===== src/rtl/vga_pkg.sv =====
// Shared definitions for the VGA capture block: counter/pixel widths,
// FSM state encoding and a window-span helper.
package vga_pkg;

    localparam int CNT_W = 11;
    localparam int RGB_W = 3;

    localparam logic [CNT_W-1:0] CNT_MAX = {CNT_W{1'b1}};
    localparam logic [CNT_W-1:0] CNT_ONE = CNT_W'(1);

    typedef enum logic [1:0] {
        ST_SEEK    = 2'd0,
        ST_MEASURE = 2'd1,
        ST_LOCKED  = 2'd2
    } state_t;

    // True when lo <= v < lo+len, evaluated one bit wider so the sum cannot wrap.
    function automatic logic in_span(input logic [CNT_W-1:0] v,
                                     input logic [CNT_W-1:0] lo,
                                     input logic [CNT_W-1:0] len);
        logic [CNT_W:0] v_x;
        logic [CNT_W:0] lo_x;
        logic [CNT_W:0] hi_x;
        v_x  = {1'b0, v};
        lo_x = {1'b0, lo};
        hi_x = lo_x + {1'b0, len};
        return (v_x >= lo_x) && (v_x < hi_x);
    endfunction

endpackage


===== src/rtl/vga_sync_detect.sv =====
// Synchronizes syncs and pixel together, detects sync falling edges and
// runs the saturating horizontal/vertical position counters.
import vga_pkg::*;

module vga_sync_detect (
    input  logic             clk,
    input  logic             rst,
    input  logic             hsync_i,
    input  logic             vsync_i,
    input  logic [RGB_W-1:0] rgb_i,
    output logic             h_edge_o,
    output logic             v_edge_o,
    output logic [CNT_W-1:0] h_cnt_o,
    output logic [CNT_W-1:0] v_cnt_o,
    output logic [RGB_W-1:0] rgb_o
);

    localparam int BUS_W = RGB_W + 2;
    localparam logic [BUS_W-1:0] BUS_RST = {2'b11, {RGB_W{1'b0}}};

    logic [BUS_W-1:0] meta_q;
    logic [BUS_W-1:0] sync_q;
    logic             hs_prev_q;
    logic             vs_prev_q;
    logic [RGB_W-1:0] rgb_q;
    logic [CNT_W-1:0] h_cnt_q;
    logic [CNT_W-1:0] h_cnt_d;
    logic [CNT_W-1:0] v_cnt_q;
    logic [CNT_W-1:0] v_cnt_d;
    logic             h_fall;
    logic             v_fall;

    assign h_fall = hs_prev_q & ~sync_q[BUS_W-1];
    assign v_fall = vs_prev_q & ~sync_q[BUS_W-2];

    always_comb begin
        h_cnt_d = h_cnt_q;
        v_cnt_d = v_cnt_q;
        if (h_fall) begin
            h_cnt_d = '0;
        end else if (h_cnt_q != CNT_MAX) begin
            h_cnt_d = h_cnt_q + CNT_ONE;
        end
        if (v_fall) begin
            v_cnt_d = '0;
        end else if (h_fall && (v_cnt_q != CNT_MAX)) begin
            v_cnt_d = v_cnt_q + CNT_ONE;
        end
    end

    // The pixel takes the same extra stage as the edge detect so that
    // rgb_o is the pixel belonging to the current h_cnt/v_cnt value.
    always_ff @(posedge clk) begin
        if (rst) begin
            meta_q    <= BUS_RST;
            sync_q    <= BUS_RST;
            hs_prev_q <= 1'b1;
            vs_prev_q <= 1'b1;
            rgb_q     <= '0;
            h_cnt_q   <= '0;
            v_cnt_q   <= '0;
        end else begin
            meta_q    <= {hsync_i, vsync_i, rgb_i};
            sync_q    <= meta_q;
            hs_prev_q <= sync_q[BUS_W-1];
            vs_prev_q <= sync_q[BUS_W-2];
            rgb_q     <= sync_q[RGB_W-1:0];
            h_cnt_q   <= h_cnt_d;
            v_cnt_q   <= v_cnt_d;
        end
    end

    assign h_edge_o = h_fall;
    assign v_edge_o = v_fall;
    assign h_cnt_o  = h_cnt_q;
    assign v_cnt_o  = v_cnt_q;
    assign rgb_o    = rgb_q;

endmodule


===== src/rtl/vga_capture.sv =====
// Locks onto an incoming VGA timing, measures line/frame length and writes
// a rectangular window of each frame into an external frame store.
import vga_pkg::*;

module vga_capture #(
    parameter logic [CNT_W-1:0] CAP_X0 = 11'd216,
    parameter logic [CNT_W-1:0] CAP_Y0 = 11'd27,
    parameter logic [CNT_W-1:0] CAP_W  = 11'd64,
    parameter logic [CNT_W-1:0] CAP_H  = 11'd32
) (
    input  logic             clk,
    input  logic             rst,
    input  logic             hsync_in,
    input  logic             vsync_in,
    input  logic [RGB_W-1:0] rgb_in,
    output logic             wr_en,
    output logic [CNT_W-1:0] wr_addr,
    output logic [RGB_W-1:0] wr_data,
    output logic             locked,
    output logic             frame_done,
    output logic [CNT_W-1:0] h_total,
    output logic [CNT_W-1:0] v_total,
    output logic             sync_err
);

    localparam int TOTAL = int'(CAP_W) * int'(CAP_H);
    localparam logic [CNT_W-1:0] LAST_ADDR = CNT_W'(TOTAL - 1);
    localparam logic [CNT_W:0]   LEN_ONE   = (CNT_W+1)'(1);

    logic             h_edge;
    logic             v_edge;
    logic [CNT_W-1:0] h_cnt;
    logic [CNT_W-1:0] v_cnt;
    logic [RGB_W-1:0] rgb_p;

    vga_sync_detect u_sync (
        .clk      (clk),
        .rst      (rst),
        .hsync_i  (hsync_in),
        .vsync_i  (vsync_in),
        .rgb_i    (rgb_in),
        .h_edge_o (h_edge),
        .v_edge_o (v_edge),
        .h_cnt_o  (h_cnt),
        .v_cnt_o  (v_cnt),
        .rgb_o    (rgb_p)
    );

    state_t           state_q;
    logic             h_meas_q;
    logic             arm_q;
    logic             locked_q;
    logic             sync_err_q;
    logic [CNT_W-1:0] h_total_q;
    logic [CNT_W-1:0] v_total_q;
    logic [CNT_W:0]   h_len;
    logic [CNT_W:0]   v_len;
    logic             lose_lock;

    assign h_len     = {1'b0, h_cnt} + LEN_ONE;
    assign v_len     = {1'b0, v_cnt} + LEN_ONE;
    assign lose_lock = (h_cnt == CNT_MAX) || (v_cnt == CNT_MAX)
                    || (h_edge && (h_len != {1'b0, h_total_q}))
                    || (v_edge && (v_len != {1'b0, v_total_q}));

    // arm_q is only set by a vsync edge seen while already locked, so the
    // frame that was running when lock was achieved is never captured.
    always_ff @(posedge clk) begin
        if (rst) begin
            state_q    <= ST_SEEK;
            h_meas_q   <= 1'b0;
            arm_q      <= 1'b0;
            locked_q   <= 1'b0;
            sync_err_q <= 1'b0;
            h_total_q  <= '0;
            v_total_q  <= '0;
        end else begin
            sync_err_q <= 1'b0;
            case (state_q)
                ST_SEEK: begin
                    if (v_edge) begin
                        state_q  <= ST_MEASURE;
                        h_meas_q <= 1'b0;
                    end
                end
                ST_MEASURE: begin
                    if ((h_cnt == CNT_MAX) || (v_cnt == CNT_MAX)) begin
                        state_q <= ST_SEEK;
                    end else begin
                        if (h_edge && !h_meas_q) begin
                            h_total_q <= h_len[CNT_W-1:0];
                            h_meas_q  <= 1'b1;
                        end
                        if (v_edge) begin
                            v_total_q <= v_len[CNT_W-1:0];
                            state_q   <= ST_LOCKED;
                            locked_q  <= 1'b1;
                            arm_q     <= 1'b0;
                        end
                    end
                end
                ST_LOCKED: begin
                    if (lose_lock) begin
                        state_q    <= ST_SEEK;
                        locked_q   <= 1'b0;
                        arm_q      <= 1'b0;
                        sync_err_q <= 1'b1;
                    end else if (v_edge) begin
                        arm_q <= 1'b1;
                    end
                end
                default: begin
                    state_q  <= ST_SEEK;
                    locked_q <= 1'b0;
                    arm_q    <= 1'b0;
                end
            endcase
        end
    end

    logic             win_q;
    logic [RGB_W-1:0] pix_q;
    logic [CNT_W-1:0] col_q;
    logic [CNT_W-1:0] row_base_q;
    logic             full_q;
    logic             wr_en_q;
    logic [CNT_W-1:0] wr_addr_q;
    logic [CNT_W-1:0] wr_addr_d;
    logic [RGB_W-1:0] wr_data_q;
    logic             frame_done_q;
    logic             in_window;
    logic             do_write;

    assign in_window = in_span(h_cnt, CAP_X0, CAP_W) && in_span(v_cnt, CAP_Y0, CAP_H);
    assign do_write  = win_q && (state_q == ST_LOCKED) && !full_q;
    assign wr_addr_d = row_base_q + col_q;

    // row_base_q tracks row*CAP_W by repeated addition; full_q blocks any
    // write past the last address until the next frame starts.
    always_ff @(posedge clk) begin
        if (rst) begin
            win_q        <= 1'b0;
            pix_q        <= '0;
            col_q        <= '0;
            row_base_q   <= '0;
            full_q       <= 1'b0;
            wr_en_q      <= 1'b0;
            wr_addr_q    <= '0;
            wr_data_q    <= '0;
            frame_done_q <= 1'b0;
        end else begin
            win_q        <= (state_q == ST_LOCKED) && arm_q && in_window;
            pix_q        <= rgb_p;
            wr_en_q      <= 1'b0;
            frame_done_q <= wr_en_q && (wr_addr_q == LAST_ADDR);
            if (v_edge) begin
                col_q      <= '0;
                row_base_q <= '0;
                full_q     <= 1'b0;
            end else if (do_write) begin
                wr_en_q   <= 1'b1;
                wr_addr_q <= wr_addr_d;
                wr_data_q <= pix_q;
                if (wr_addr_d == LAST_ADDR) begin
                    col_q      <= '0;
                    row_base_q <= '0;
                    full_q     <= 1'b1;
                end else if (col_q == (CAP_W - CNT_ONE)) begin
                    col_q      <= '0;
                    row_base_q <= row_base_q + CAP_W;
                end else begin
                    col_q <= col_q + CNT_ONE;
                end
            end
        end
    end

    assign wr_en      = wr_en_q;
    assign wr_addr    = wr_addr_q;
    assign wr_data    = wr_data_q;
    assign locked     = locked_q;
    assign frame_done = frame_done_q;
    assign h_total    = h_total_q;
    assign v_total    = v_total_q;
    assign sync_err   = sync_err_q;

endmodule


===== config.mk =====
export PLATFORM = sky130hd
export DESIGN_NAME = vga_capture
export DESIGN_NICKNAME = d
export VERILOG_FILES = /design/src/rtl/vga_pkg.sv /design/src/rtl/vga_sync_detect.sv /design/src/rtl/vga_capture.sv
export SDC_FILE = /design/constraint.sdc
export NUM_CORES = 1
export LEC_CHECK = 0
export BUFFER_PORTS_ARGS = -buffer_cell sky130_fd_sc_hd__clkbuf_2
export CORE_MARGIN = 2
export CORE_UTILIZATION = 66
export CTS_BUF_LIST = sky130_fd_sc_hd__clkbuf_4 sky130_fd_sc_hd__clkbuf_8
export DETAILED_ROUTE_END_ITERATION = 10
export PLACE_DENSITY_LB_ADDON = 0.25
export RECOVER_POWER = 100
export SYNTH_ARGS = -nofsm -noshare
export SYNTH_HDL_FRONTEND = slang
export SYNTH_SLANG_ARGS = --single-unit

===== constraint.sdc =====
create_clock -name clk -period 5.8 [get_ports clk]
set_input_delay 0.29 -clock clk [delete_from_list [all_inputs] [get_ports clk]]
set_output_delay 0.29 -clock clk [all_outputs]
set_load 0.01 [all_outputs]

# Word level (Yosys, flattened, before mapping)
# Cells that the tools add are included.
totals:
  regBits: 108
  input_bits: 7
  out_inout_bits: 40
  wordCells: 114
op_classes:
  addsub: 7
  magnitude_cmp: 4
  eq_ne: 18
  n_mux: 22
  bitwise_logic: 8
  n_reduce_logical: 32
ops:
  columns: ["cell", "count"]
  rows:
  - ["11-bit == test (second input constant)", 4]
  - ["11-bit 2-to-1 mux", 4]
  - ["11-bit by 1-bit adder with 11-bit output (second input constant)", 3]
  - ["11-bit by 1-bit adder with 12-bit output (second input constant)", 2]
  - ["12-bit by 11-bit != test with 1-bit output", 2]
  - ["11-bit != test (second input constant)", 2]
  - ["1-bit logical AND", 12]
  - ["4-bit AND reduction", 3]
  - ["11-bit adder", 1]
  - ["11-bit by 7-bit adder with 11-bit output (second input constant)", 1]
  - ["11-bit by 6-bit == test with 1-bit output (second input constant)", 1]
  - ["11-bit by 5-bit greater-or-equal comparator with 1-bit output (second input constant)", 1]
  - ["11-bit by 8-bit greater-or-equal comparator with 1-bit output (second input constant)", 1]
  - ["11-bit by 6-bit < comparator with 1-bit output (second input constant)", 1]
  - ["11-bit by 9-bit < comparator with 1-bit output (second input constant)", 1]
  - ["1-bit 2-to-1 mux", 10]
  - ["2-bit != test (second input constant)", 5]
  - ["3-bit AND reduction", 3]
  - ["2-bit 2-to-1 mux", 4]
  - ["3-bit != test (second input constant)", 2]
  - ["1-bit NOT", 6]
  - ["1-bit one-hot mux with 3 select lines", 2]
  - ["2-bit one-hot mux with 3 select lines", 1]
  - ["2-bit AND reduction", 3]
  - ["other kinds (9)", 16]

# Longest topological paths before layout
logic_depth:
  ltp_word: 7
  depth_mapped: 10
  mapped_depth_nobuf: 8

# Hierarchy
# Synthesis repeated with hierarchy kept, for this count alone.
unflattened:
  hier_cells: 602
  hier_area_um2: 5121.2
by_module_without_submodules:
  columns: ["mod", "instances", "cells_each", "area_each_um2"]
  rows:
  - ["vga_capture", 1, 447, 3672.3]
  - ["vga_sync_detect", 1, 155, 1448.9]

# Least setup slack after synthesis
# OpenSTA, ideal clock, no wires.
synth_timing:
  path_type: "register -> register"
  from: "register u_sync.v_cnt_q[0] (netlist: u_sync.v_cnt_o[0])"
  to: "register locked_q (netlist: locked)"
  setup_time_ps: 96
  arrival_time_ps: 2056
  required_time_ps: 5704
  path_slack_ps: 3649
  path_stages_with_launch: 9
  n_path_buf: 0
  path_cell_list: "dfxtp_1 ha_1 xor2_1 xnor2_1 o311ai_0 a211o_1 nor4_1 o22ai_2 o41ai_2"
synth_via:
  elab_chain_cells: 6
  word_cells_on_any_way: 10
  cone_classes: "add/sub (1); eq/ne (4); reduce/logical (5)"
synth_lines:
  columns: ["item", "line", "rtl"]
  rows:
  - ["start: declaration", "vga_sync_detect.sv:28", "logic [CNT_W-1:0] v_cnt_q;"]
  - ["start signal: assignment", "vga_sync_detect.sv:69", "v_cnt_q <= v_cnt_d;"]
  - ["11-bit by 1-bit adder with 12-bit output or 11-bit == test (tied branches)", "vga_capture.sv:61, vga_capture.sv:62, vga_capture.sv:87", null]
  - ["12-bit by 11-bit != test with 1-bit output or 1-bit logical OR (tied branches)", "vga_capture.sv:64, vga_capture.sv:62, vga_capture.sv:87", null]
  - ["1-bit logical AND or 1-bit logical OR (tied branches)", "vga_capture.sv:64, vga_capture.sv:63", null]
  - ["1-bit logical OR", "vga_capture.sv:64", "|| (v_edge && (v_len != {1'b0, v_total_q}));"]
  - ["2-bit != test (no line)", null, null]
  - ["4-bit AND reduction (no line) *", null, null]
  - ["end signal: assignment", "vga_capture.sv:73", "locked_q <= 1'b0;"]
  - ["end signal: assignment", "vga_capture.sv:97", "locked_q <= 1'b1;"]
  - ["end signal: assignment", "vga_capture.sv:105", "locked_q <= 1'b0;"]
  - ["end: declaration", "vga_capture.sv:52", "logic locked_q;"]
# Mark *: on every way between the ends. The rest lies on a longest branch, timed or not.
# A chain may end at the register's enable or synchronous reset.

# Worst setup path after layout
layout_timing:
  from: "input rst"
  to: "register row_base_q[7]"
layout_via:
  elab_chain_cells: 1
layout_lines:
  columns: ["item", "line", "rtl"]
  rows:
  - ["start: declaration", "vga_capture.sv:12", "input logic rst,"]
  - ["2-bit OR reduction (no line)", null, null]
  - ["end signal: assignment", "vga_capture.sv:170", "row_base_q <= row_base_q + CAP_W;"]
  - ["end: declaration", "vga_capture.sv:124", "logic [CNT_W-1:0] row_base_q;"]
# Every way passes these cells.

==> out/results.txt <==
Critical Path Fanout Max: 65
Congestion Overflow GR: 0
Via count: 4091
Post-Route Skew: 11.04 ps
Total number of H-tree levels: 3
Post-route ant nets: 0
Register area share after synthesis: 42.28%
TritonCTS Buffers: 9
Worst path required time: 6060 ps
# DRC: 0
Design Power: 1.221 mW
Psw: 0.3207 mW
Final period util: 54.50%
Post-Place Cells: 692
CORE AREA: 0.007176 mm2
Initial DRC count: 197
Synthesized Nets: 598
Largest net degree at the start of global routing: 66
Fin nets: 621
Clk Latency, worst-skew pair: 390 ps
Actual slew at the worst max-slew pin: 2558 ps
Top delay family on crit path: buffers and inverters
First-pass GRT wire length: 16530 um
Hold Crit Class: in2reg
Leakage: 1.845 nW
Clock power share: 37.7%
Pins over their slew limit: 66
Row count: 31
Crit Path Class: in2reg
Pwr Density: 235.9 mW/mm2
Critical path's largest stage delay: 1800 ps
CTS sink count: 102
WP buf/inv: 2
Final setup violation count: 0
Internal power: 0.9003 mW
Number of diodes: 0
Critical Path, Cell by Cell: clkbuf_2 -> clkbuf_1 -> nand2b_1 -> a21o_1 -> o21ai_0
CP Capture Type: register
Finished Layout Cells: 708
RSZ-0062 raised after global routing: false
Ratio of cells with drive above 1 in the final layout: 5.911%
Main flop type after synthesis: dfxtp_1
Violated checks: capacitance limit, slew limit
Sw Ratio: 26.27%
GRT Util Overall: 26.42%
Max Fclk: 0.3163 GHz
# IOs: 47
Status: complete, but fails checks
Maxcap violations: 1
Die area: 0.008018 mm2
Syn Area/Cell: 8.313 um2
Die Y: 89.55 um
Final Hold Viols: 0
Seq pwr share: 58.5%
Initial Utilization: 67.31%
Root Buffer: clkbuf_8
Post-Syn Instances: 581
Initial antenna violation count: 0
Slew HR: -70.51%
Vias in the first global route: 3640
Detail Placement HPWL: 6910 um
Worst-path clk slew: 110 ps
Final Core Density: 72.14%
Top Usage Layer GRT: met2
Die X: 89.55 um
Synth async-reset ratio: 0%
Mapped Area: 0.004830 mm2
Synth unique cells: 62
Wirelength per Cell: 14.23 um
P&R area growth vs syn: 7.176%
Post-synthesis sequential element count: 102
Met2 Usage GRT: 44.39%
Met1 Resource Use GR: 32.58%
Post_cts resized: 0
CTS tree: yes
Met3 Use GR: 7.110%
Post-CTS Hold Buffers: 0
Startpoint Class: primary input
Number of flops mapped to enable cells by yosys: 0
Gpl congestion: 0.9118
Worst-case clock buffer depth: 2
Vias/cell: 5.778
Final setup TNS: 0 ps
Arr. time, crit path: 3420 ps
DRT Pass-1 Iters: 5
Postcts setup bufs: 0
Slowest stage cell, crit path: clkbuf_1
Post-route minimum period: 3161 ps
Max IR drop VDD: 0.1796 mV
Synth warn: 0
Comb pwr share: 3.8%
Drt total wl: 10080 um
Buffers added on ports: 46
-- worst paths after layout --
path | depth (start not counted) | slack (ps) | end | from
max | 5 | 2640 | row_base_q[7] | rst
min | 2 | 80 | u_sync.meta_q[3] | vsync_in
max reg2reg | 8 | 2870 | v_total[6] | u_sync.h_cnt_o[0]
min reg2reg | 1 | 420 | u_sync.sync_q[3] | u_sync.meta_q[3]
-- flip-flops by register name (all words and copies together) (netlist names), 2 cells and up --
register        cells
row_base_q          5
u_sync.meta_q       5
v_total            11
pix_q               3
h_total            11
wr_addr            11
u_sync.v_cnt_o     11
u_sync.sync_q       5
col_q              11
u_sync.h_cnt_o     11
state_q             2
wr_data             3
u_sync.rgb_o        3
-- cell usage in the layout, fill, tap and decap left out, types with 10 or more instances in the layout --
cell,Yosys,routed
clkbuf_1,16,41
nand2_1,51,51
inv_1,13,13
nand3_1,20,20
nor2b_1,18,18
a21oi_1,49,49
xor2_1,30,30
ha_1,10,10
dfxtp_1,102,102
nor2_1,91,91
nand4_1,13,13
nor3_1,14,14
xnor2_1,27,27
-- power by group through the flow --
stage / Clock [mW] / Sequential, mW / Combinational [mW]
final: 0.460 / 0.715 / 0.0459
after CTS: 0.469 / 0.715 / 0.0478
after global routing: 0.495 / 0.716 / 0.0521
after detailed placement: 0 / 0.731 / 0.0477
after global placement: 0 / 0.730 / 0.0469
after floorplan: 0 / 0.729 / 0.0386
-- metal layers --
metal,share of wire (%),vias to the layer above
met4,1.3,0
met3,4.9,14
met5,0,-
met2,50,105
met1,44,1939
li1,-,2033
-- synthesized netlist by cell type, types with 2 or more instances --
| library cell | number | area share [%] |
|---|---|---|
| dfxtp_1 | 102 | 42 |
| nor2_1 | 91 | 7.1 |
| nand2_1 | 51 | 4.0 |
| a21oi_1 | 49 | 5.1 |
| xor2_1 | 30 | 5.4 |
| xnor2_1 | 27 | 4.9 |
| nand3_1 | 20 | 2.1 |
| nor2b_1 | 18 | 2.3 |
| buf_2 | 17 | 1.8 |
| clkbuf_1 | 16 | 1.2 |
| nor3_1 | 14 | 1.5 |
| inv_1 | 13 | 1.0 |
| nand4_1 | 13 | 1.7 |
| ha_1 | 10 | 2.6 |
| and3_1 | 9 | 1.2 |
| nand2b_1 | 8 | 1.0 |
| o21ai_0 | 7 | 0.73 |
| a31oi_1 | 6 | 0.78 |
| or2_2 | 6 | 0.78 |
| or3_1 | 6 | 0.78 |
| mux2i_1 | 4 | 0.83 |
| nor3b_1 | 4 | 0.62 |
| nor4_1 | 4 | 0.52 |
| a211oi_1 | 3 | 0.47 |
| a21o_1 | 3 | 0.47 |
| nand4b_1 | 3 | 0.54 |
| o22ai_1 | 3 | 0.39 |
| a211o_1 | 2 | 0.36 |
| a41oi_1 | 2 | 0.36 |
| and2_1 | 2 | 0.26 |
| and4_1 | 2 | 0.36 |
| nand3b_1 | 2 | 0.31 |
| o2111ai_1 | 2 | 0.36 |
| o211ai_1 | 2 | 0.31 |
| or3b_2 | 2 | 0.36 |
| or4_1 | 2 | 0.31 |
-- cells by family after synthesis --
| group | after synthesis | synth area share, % |
|---|---|---|
| fa+ha+maj | 10 | 2.591 |
| simple gates | 266 | 27.64 |
| buf+inv | 48 | 4.197 |
| mux | 4 | 0.8290 |
| xor+xnor | 57 | 10.34 |
| compound gates | 94 | 12.12 |
| flops | 102 | 42.28 |
-- cell type report --
type	count	area [um2]
multi-input cells	431	2567
flip-flops and latches	102	2042
fillers	603	1999
repair buffers	47	183.9
clock buffers	9	123.9
well taps	99	123.9
clock inverters	7	86.33
inverters	13	48.80
-- through the flow --
| step | hold WS, ps | setup WS [ps] | instance area (um2) |
|---|---|---|---|
| 2_1_floorplan | 389.5 | 3649 | 4830 |
| 3_3_place_gp | 392.7 | 3142 | 5037 |
| 3_5_place_dp | 396.0 | 2982 | 5037 |
| 4_1_cts | 60.82 | 2948 | 5248 |
| 5_1_grt | 63.06 | 2317 | 5176 |
| 6_report | 78.95 | 2639 | 5176 |
-- worst register-to-register path, delay by kind of cell, from the launching register on --
family | cells | cell delay [ps]
AO/OA/AOI/OAI | 2 | 410
adder cells (fa/ha/maj) | 1 | 290
flip-flops | 1 | 500
AND/OR/NAND/NOR | 5 | 1520
(Power assumes the default switching activity.)
